===== src/rtl/ak4619_pkg.sv =====
// +----------------------------------------------------------------------------
// | ak4619_pkg : shared frame geometry and index types for the AK4619 TDM link
// | Revision   : 1.0
// +----------------------------------------------------------------------------
`default_nettype none

package ak4619_pkg;

  localparam int FRAME_CYCLES = 256;
  localparam int N_SLOTS      = 4;
  localparam int SLOT_BITS    = 32;
  localparam int CNT_W        = $clog2(FRAME_CYCLES);
  localparam int BIT_W        = $clog2(SLOT_BITS);

  typedef logic [1:0]       slot_t;
  typedef logic [BIT_W-1:0] slot_bit_t;

endpackage

`default_nettype wire


===== src/rtl/ak4619_tdm_if.sv =====
// +----------------------------------------------------------------------------
// | ak4619_tdm_if : codec pins plus parallel ADC/DAC sample bus
// | Revision      : 1.0
// +----------------------------------------------------------------------------
`default_nettype none

interface ak4619_tdm_if #(
  parameter int W = 16
);

  logic                sdin1;
  logic                sdout1;
  logic                bick;
  logic                lrck;
  logic                clk_fs;
  logic signed [W-1:0] dac0, dac1, dac2, dac3;
  logic signed [W-1:0] adc0, adc1, adc2, adc3;

  modport master (
    input  sdin1, dac0, dac1, dac2, dac3,
    output sdout1, bick, lrck, clk_fs, adc0, adc1, adc2, adc3
  );

  modport slave (
    output sdin1, dac0, dac1, dac2, dac3,
    input  sdout1, bick, lrck, clk_fs, adc0, adc1, adc2, adc3
  );

endinterface

`default_nettype wire


===== src/rtl/ak4619_tdm_frame_timer.sv =====
// +----------------------------------------------------------------------------
// | tdm_frame_timer : free-running 256-cycle frame counter and its decodes
// | Revision        : 1.0
// +----------------------------------------------------------------------------
`default_nettype none

module tdm_frame_timer
  import ak4619_pkg::*;
(
  input  logic      clk_256fs,
  input  logic      rst,
  output logic      bick,
  output logic      lrck,
  output logic      clk_fs,
  output slot_t     slot,
  output slot_bit_t bit_idx,
  output slot_t     nxt_slot,
  output slot_bit_t nxt_bit,
  output logic      frame_end,
  output logic      fall_stb
);

  logic [CNT_W-1:0] cnt_q, cnt_d;

  always_comb begin
    cnt_d = cnt_q + {{(CNT_W-1){1'b0}}, 1'b1};
  end

  always_ff @(posedge clk_256fs) begin
    if (rst) cnt_q <= '0;
    else     cnt_q <= cnt_d;
  end

  assign bick      = cnt_q[0];
  assign lrck      = ~cnt_q[7];
  assign clk_fs    = ~cnt_q[7];
  assign slot      = cnt_q[7:6];
  assign bit_idx   = cnt_q[5:1];
  // Decodes of the count about to be entered, for the registered serialiser.
  assign nxt_slot  = cnt_d[7:6];
  assign nxt_bit   = cnt_d[5:1];
  assign frame_end = &cnt_q;
  assign fall_stb  = cnt_q[0];

endmodule

`default_nettype wire


===== src/rtl/ak4619_tdm.sv =====
// +----------------------------------------------------------------------------
// | ak4619_tdm : TDM128 codec link, 4 ADC slots in, 4 DAC slots out.
// | Option     : AK4619_TDM_LOOPBACK_EN feeds sdout1 back into the deserialiser.
// | Revision   : 1.0
// +----------------------------------------------------------------------------
`default_nettype none

module ak4619_tdm
  import ak4619_pkg::*;
#(
  parameter int W = 16
) (
  input  logic          clk_256fs,
  input  logic          rst,
  ak4619_tdm_if.master  bus
);

  logic      bick, lrck, clk_fs, frame_end, fall_stb;
  slot_t     slot, nxt_slot;
  slot_bit_t bit_idx, nxt_bit;

  tdm_frame_timer u_timer (
    .clk_256fs (clk_256fs),
    .rst       (rst),
    .bick      (bick),
    .lrck      (lrck),
    .clk_fs    (clk_fs),
    .slot      (slot),
    .bit_idx   (bit_idx),
    .nxt_slot  (nxt_slot),
    .nxt_bit   (nxt_bit),
    .frame_end (frame_end),
    .fall_stb  (fall_stb)
  );

  logic signed [W-1:0] dac_in  [N_SLOTS];
  logic signed [W-1:0] shadow_q[N_SLOTS], shadow_d[N_SLOTS];
  logic signed [W-1:0] cap_q   [N_SLOTS], cap_d   [N_SLOTS];
  logic signed [W-1:0] adc_q   [N_SLOTS], adc_d   [N_SLOTS];
  logic [W-1:0]        sr_q, sr_d, sr_shift, tx_shift;
  logic                sdout1_q, sdout1_d;
  logic                rx_bit, in_sample, last_bit;

  assign dac_in[0] = bus.dac0;
  assign dac_in[1] = bus.dac1;
  assign dac_in[2] = bus.dac2;
  assign dac_in[3] = bus.dac3;

`ifdef AK4619_TDM_LOOPBACK_EN
  assign rx_bit = sdout1_q;
`else
  assign rx_bit = bus.sdin1;
`endif

  assign in_sample = {1'b0, bit_idx} <  6'(W);
  assign last_bit  = {1'b0, bit_idx} == 6'(W - 1);
  assign sr_shift  = {sr_q[W-2:0], rx_bit};

  always_comb begin
    shadow_d = shadow_q;
    cap_d    = cap_q;
    adc_d    = adc_q;
    sr_d     = sr_q;
    sdout1_d = sdout1_q;

    if (frame_end) shadow_d = dac_in;

    // Shifting past the sample width yields zero, which is the slot padding.
    tx_shift = shadow_d[nxt_slot] << nxt_bit;
    if (fall_stb) sdout1_d = tx_shift[W-1];

    if (fall_stb && in_sample) begin
      sr_d = sr_shift;
      if (last_bit) cap_d[slot] = sr_shift;
    end

    // Use cap_d so a W=32 slot 3, which completes on this same edge, is kept.
    if (frame_end) adc_d = cap_d;
  end

  always_ff @(posedge clk_256fs) begin
    if (rst) begin
      shadow_q <= '{default: '0};
      cap_q    <= '{default: '0};
      adc_q    <= '{default: '0};
      sr_q     <= '0;
      sdout1_q <= 1'b0;
    end else begin
      shadow_q <= shadow_d;
      cap_q    <= cap_d;
      adc_q    <= adc_d;
      sr_q     <= sr_d;
      sdout1_q <= sdout1_d;
    end
  end

  assign bus.sdout1 = sdout1_q;
  assign bus.bick   = bick;
  assign bus.lrck   = lrck;
  assign bus.clk_fs = clk_fs;
  assign bus.adc0   = adc_q[0];
  assign bus.adc1   = adc_q[1];
  assign bus.adc2   = adc_q[2];
  assign bus.adc3   = adc_q[3];

endmodule

`default_nettype wire

===== src/flat_wrapper.sv =====
// flat-port wrapper written by rule: the top's interface ports become plain ports
module ak4619_tdm_flat import ak4619_pkg::*;
#(
  parameter int W = 16
)
  (clk_256fs, rst, bus_sdin1, bus_dac0, bus_dac1, bus_dac2, bus_dac3, bus_sdout1, bus_bick, bus_lrck, bus_clk_fs, bus_adc0, bus_adc1, bus_adc2, bus_adc3);
  ak4619_tdm_if #(.W(W)) bus_i ();
  input  logic clk_256fs;
  input  logic rst;
  input wire logic [$bits(bus_i.sdin1)-1:0] bus_sdin1;
  input wire logic [$bits(bus_i.dac0)-1:0] bus_dac0;
  input wire logic [$bits(bus_i.dac1)-1:0] bus_dac1;
  input wire logic [$bits(bus_i.dac2)-1:0] bus_dac2;
  input wire logic [$bits(bus_i.dac3)-1:0] bus_dac3;
  output wire logic [$bits(bus_i.sdout1)-1:0] bus_sdout1;
  output wire logic [$bits(bus_i.bick)-1:0] bus_bick;
  output wire logic [$bits(bus_i.lrck)-1:0] bus_lrck;
  output wire logic [$bits(bus_i.clk_fs)-1:0] bus_clk_fs;
  output wire logic [$bits(bus_i.adc0)-1:0] bus_adc0;
  output wire logic [$bits(bus_i.adc1)-1:0] bus_adc1;
  output wire logic [$bits(bus_i.adc2)-1:0] bus_adc2;
  output wire logic [$bits(bus_i.adc3)-1:0] bus_adc3;
  assign bus_i.sdin1 = bus_sdin1;
  assign bus_i.dac0 = bus_dac0;
  assign bus_i.dac1 = bus_dac1;
  assign bus_i.dac2 = bus_dac2;
  assign bus_i.dac3 = bus_dac3;
  assign bus_sdout1 = bus_i.sdout1;
  assign bus_bick = bus_i.bick;
  assign bus_lrck = bus_i.lrck;
  assign bus_clk_fs = bus_i.clk_fs;
  assign bus_adc0 = bus_i.adc0;
  assign bus_adc1 = bus_i.adc1;
  assign bus_adc2 = bus_i.adc2;
  assign bus_adc3 = bus_i.adc3;
  ak4619_tdm #(.W(W)) u_core (.clk_256fs(clk_256fs), .rst(rst), .bus(bus_i));
endmodule

===== config.mk =====
export PLATFORM = sky130hd
export DESIGN_NAME = ak4619_tdm_flat
export DESIGN_NICKNAME = d
export VERILOG_FILES = /design/src/rtl/ak4619_pkg.sv /design/src/rtl/ak4619_tdm_if.sv /design/src/rtl/ak4619_tdm_frame_timer.sv /design/src/rtl/ak4619_tdm.sv /design/src/flat_wrapper.sv
export SDC_FILE = /design/constraint.sdc
export NUM_CORES = 1
export LEC_CHECK = 0
export CAP_MARGIN = 10
export CORE_MARGIN = 2
export CORE_UTILIZATION = 54
export DETAILED_ROUTE_END_ITERATION = 10
export PLACE_DENSITY = 0.86
export SKIP_CTS_REPAIR_TIMING = 1
export SLEW_MARGIN = 10
export SYNTH_ARGS = -nofsm -noshare
export SYNTH_HDL_FRONTEND = slang
export SYNTH_HIERARCHICAL = 1
export SYNTH_SLANG_ARGS = --single-unit
export TNS_END_PERCENT = 100

===== constraint.sdc =====
create_clock -name clk_256fs -period 3.15 [get_ports clk_256fs]
set_input_delay 0.315 -clock clk_256fs [delete_from_list [all_inputs] [get_ports clk_256fs]]
set_output_delay 0.315 -clock clk_256fs [all_outputs]
set_load 0.02 [all_outputs]

Word-level counts from Yosys, hierarchy flattened
Cells that the tools add are included.
- register bits: 216
- word-level logic and storage cells: 37
- reductions and logical operators: 3
- bitwise operators: 3
- muxes and demuxes: 9
- $lt $le $gt $ge: 4
- add/subtract/negate cells: 1
- shifts and indexed selects: 1
- equal/unequal tests: 1
- operators by type and width (cell ; count):
    $mux W64 ; 3
    $bwmux W64 ; 1
    $mux W16 ; 3
    $bmux W16 S2 ; 1
    $demux W16 S2 ; 1
    $shl A16 B5 Y16 ; 1
    $add A8 B1 Y8 const B ; 1
    $reduce_and A8 Y1 ; 1
    $ge A3 B3 Y1 const B ; 2
    $not A2 Y3 ; 2
    $eq A5 B4 Y1 const B ; 1
    $lt A5 B5 Y1 const B ; 1
    $lt A3 B1 Y1 const B ; 1
    $logic_and A1 B1 Y1 ; 2
    $not A1 Y1 ; 1

Logic depth before layout (Yosys ltp)
- word-level depth: 8
- gate-level depth with buffers: 13
- gate-level depth less buffers: 10

Hierarchy
The synthesis kept the hierarchy.
- modules (own cells, without submodules) (module ; area each (um^2) ; cells each ; sequential area each (um^2) ; instances):
    ak4619_tdm ; 8419.3 ; 811 ; 4164.0 ; 1
    tdm_frame_timer ; 426.7 ; 49 ; 160.2 ; 1

Least setup slack after synthesis
OpenSTA, ideal clock, no wires.
- path type: register -> register
- start point: register u_core.u_timer.cnt_q[0]
- end point: register u_core.sdout1_q (netlist: u_core/bus.sdout1)
- path buffers: 3
- library setup time: 0.127 ns
- path slack: 0.582 ns
- stages on the path, launching flop included: 12
- arrival: 2.441 ns
- required time: 3.023 ns
- clock period less this slack: 2.568 ns
- cells stage by stage: dfxtp_1 nand3_2 nor2_1 xnor2_1 buf_4 buf_2 buf_2 mux4_1 a2111oi_2 o22ai_1 a31oi_1 o21ai_1
- cells in the longest elaborated chain, start to end: 6
- ends and longest elaborated chain (what ; line ; source):
    start: declaration ; ak4619_tdm_frame_timer.sv:23 ; logic [CNT_W-1:0] cnt_q, cnt_d;
    start signal: assignment ; ak4619_tdm_frame_timer.sv:31 ; else cnt_q <= cnt_d;
    $add A8 B1 Y8 ; ak4619_tdm_frame_timer.sv:26 ; cnt_d = cnt_q + {{(CNT_W-1){1'b0}}, 1'b1};
    named net u_core.u_timer.cnt_d[7] ; ak4619_tdm_frame_timer.sv:23 ;
    $not A2 Y3 (not written as such) ; ak4619_tdm.sv:69 ; tx_shift = shadow_d[nxt_slot] << nxt_bit;
    $bmux W16 S2 ; ak4619_tdm.sv:69 ;
    $mux W16 (not written as such) (2 in series) ; ak4619_tdm.sv:69 ;
    $shl A16 B5 Y16 ; ak4619_tdm.sv:69 ;
    end signal: assignment ; ak4619_tdm.sv:93 ; sdout1_q <= sdout1_d;
    end: declaration ; ak4619_tdm.sv:41 ; logic sdout1_q, sdout1_d;
The timed path passes the listed nets, and every way through them passes these cells. The select of a mux whose other input is x is not followed.
A chain may end at the register's enable or synchronous reset.

Final worst setup path
- start point: register u_core.u_timer.cnt_q[6]
- end point: register u_core.sdout1_q (netlist: u_core/bus.sdout1)
- cells in the longest elaborated chain, start to end: 6
- ends and longest elaborated chain (what ; line ; source):
    $reduce_and A8 Y1 ; ak4619_tdm_frame_timer.sv:42 ; assign frame_end = &cnt_q;
    named net u_core.frame_end ; ak4619_tdm.sv:18 ; logic bick, lrck, clk_fs, frame_end, fall_stb;
    $mux W64 ; ak4619_tdm.sv:66 ; if (frame_end) shadow_d = dac_in;
    $bmux W16 S2 ; ak4619_tdm.sv:69 ;
    $mux W16 (not written as such) (2 in series) ; ak4619_tdm.sv:69 ;
    $shl A16 B5 Y16 ; ak4619_tdm.sv:69 ;
The timed path passes the listed nets, and every way through them passes these cells. The select of a mux whose other input is x is not followed.

==> reports/results.tsv <==
metric	value	unit
grt_usage	22.48	%
rows	46	
ys_top_cells_by_area	dfxtp_1 (49%), mux2i_1 (17%), nor2_1 (8.7%)	
synth-seq-cells	216	
cp_top_family	compound AO/OA/AOI/OAI gates	
num-nets-final	1027	
fillers	1165	
io_buffers	134	
wirelength	20.07	mm
die_h	132.0	µm
finalInstanceArea	10880	µm²
min_period_over_period	93.04	%
outcome	completed	
critPathBufInv	1	
crit_slowest_cell	dfxtp_1	
fin_tns_setup	0	ns
holdWs	0.3022	ns
holdCritStartpoint	rst	
drc	0	
met1_length	8.638	mm
initial_core_util	55.49	%
worst-slew-pin-transition	1.031	ns
drv_cap	0	
htreeDepth	1	
netlist_instances	860	
rsz0062_at_grt	false	
synth.net_count	928	
r2r_start	u_core/u_timer/cnt_q[6]	
placed_area	10230	µm²
final.setup_skew	0.007089	ns
grt_max_degree	128	
vdd_drop_max	0.0003973	V
synth_edf_count	0	
startpoint	u_core/u_timer/cnt_q[6]	
synthToLayoutAreaGrowth	23.04	%
synth_area_leader_cell	dfxtp_1	
wl_met3	1.234	mm
synth_warnings	6	
dp.cells	1151	
cp_slowest_stage_delay	0.52	ns
ys.flop_type	dfxtp_1	
grt_pass1_wl	32.51	mm
regArea	4324	µm²
clk_pin_slew	0.06	ns
dr.pass1.iters	5	
cts_root_buf	clkbuf_16	
dp_hpwl	13.35	mm
cts_tree	done	
cts_buffer_depth	3	
io_pins	135	
grt_pass1_vias	6507	
topRoutingLayerUsed	met4	
antenna_found_initial	0	
ys_seq_area_share	48.88	%
powerDensity	493.4	nW/µm²
crit_path_start_kind	flop	
synth_common_cells	dfxtp_1 (216), nor2_1 (205), mux2i_1 (151), a211oi_1 (55), nand2_1 (39)	
yosysMostFrequentCell	dfxtp_1	
finalCriticalPeriod	2.931	ns
clock_latency	0.50	ns
syn-cell-area	8846	µm²
critical_path_required	3.53	ns
core_area	15940	µm²
cp_cell_sequence	nand4_1 > nor3_2 > buf_12 > mux4_2 > nor2b_1 > a2111oi_0 > a21oi_1 > a31oi_1 > o21ai_1	
hold_path_class	input port to flop	
num_vias	6666	
place.gp.congestion	0.9297	
synth_cell_type_count	49	
critPathMaxFanout	34	
routed_via_density	5.606	
yosysTopAreaCellShare	48.88	%
setup_viol	0	
ant_nets	0	
drive_gt1_share	8.736	%
die_w	132.0	µm
crit_type	flop to flop	
max-slew-margin-rel	31.12	%
cts_sinks	216	
cts_made_buffers	22	
power_leakage	3.661	nW
n_antenna_cell	0	
slew_viol_final	0	
final_cells	1189	
syn_area_per_cell	10.29	µm²
fmax	341.2	MHz
wl_per_cell	16.88	µm
routed-wl-met2	9.684	mm
synthArstFlopShare	0	%
multi_input_area	4115	µm²
r2r_slack	0.22	ns
crit_arrival	3.31	ns
endpoint_kind	flop	
drt_iter0_drc	476	
die_area	17420	µm²
fin_util	68.27	%
grt-ovfl-total	0	
hold_viol	0	
-- report_power, final --
| group | switching [mW] | total, mW | internal (mW) |
|---|---|---|---|
| sequential | 0.00707 | 2.74 | 2.74 |
| clock | 1.02 | 2.37 | 1.35 |
| combinational | 0.133 | 0.253 | 0.120 |
-- kinds of logic after synthesis --
family | synth area share, %
DFF | 48.88
AOI/OAI and AO/OA | 9.123
muxes | 23.58
xor gates and xnor gates | 0.4951
adders and majority gates | 0.1414
buffers and inverters | 4.738
and+or+nand+nor | 13.04
-- cell type report --
| cell class | count | share of cell area [%] |
|---|---|---|
| Sequential cell | 216 | 39.73 |
| Clock buffer | 33 | 5.621 |
| Timing Repair Buffer | 150 | 13.90 |
| Clock inverter | 5 | 0.3908 |
| Multi-Input combinational cell | 567 | 37.81 |
| Inverter | 2 | 0.06897 |
| Tap cell | 216 | 2.483 |
-- metrics by stage --
stage / setup WS, ns / power, mW
after floorplan: 0.5817 / 2.932
after global placement: 0.3631 / 3.052
after detailed placement: 0.2407 / 3.054
after CTS: 0.2101 / 5.397
after global routing: 0.05852 / 5.558
final: 0.2192 / 5.370
-- worst paths after layout --
path | end | depth (start not counted)
worst max-delay path | u_core/bus.sdout1 | 9
worst min register to register | u_core/bus.adc3[7] | 2
worst max register to register | u_core/bus.sdout1 | 9
worst min-delay path | u_core/u_timer/cnt_q[0] | 2
-- sequential cells by signal, summed over array words and instances, names as in the netlist --
name                  cells
u_core/bus.sdout1         1
u_core/bus.adc2          16
u_core/bus.adc0          16
u_core/sr_q              15
u_core/cap_q             64
u_core/u_timer/cnt_q      8
u_core/bus.adc1          16
u_core/bus.adc3          16
u_core/shadow_q          64
-- cells in the final DEF, fill, tap and decap left out, drive strengths merged, types with 4 or more instances in the layout --
cell	Yosys	final
nand3	9	9
dfxtp	216	216
mux2i	151	151
o21ai	4	4
nand2	39	39
clkinv	1	5
mux4	23	23
clkbuf	37	33
nor2	207	207
a21oi	19	19
nor2b	11	11
buf	38	17
clkdlybuf4s50	0	133
a211oi	65	65
-- routing by layer --
| layer | track usage, % | up-vias |
|---|---|---|
| li1 | - | 3212 |
| met1 | 29.62 | 3181 |
| met2 | 37.50 | 232 |
| met3 | 3.883 | 41 |
| met4 | 7.729 | 0 |
| met5 | 0 | - |
Note: power is estimated with default switching activity, not from simulation.
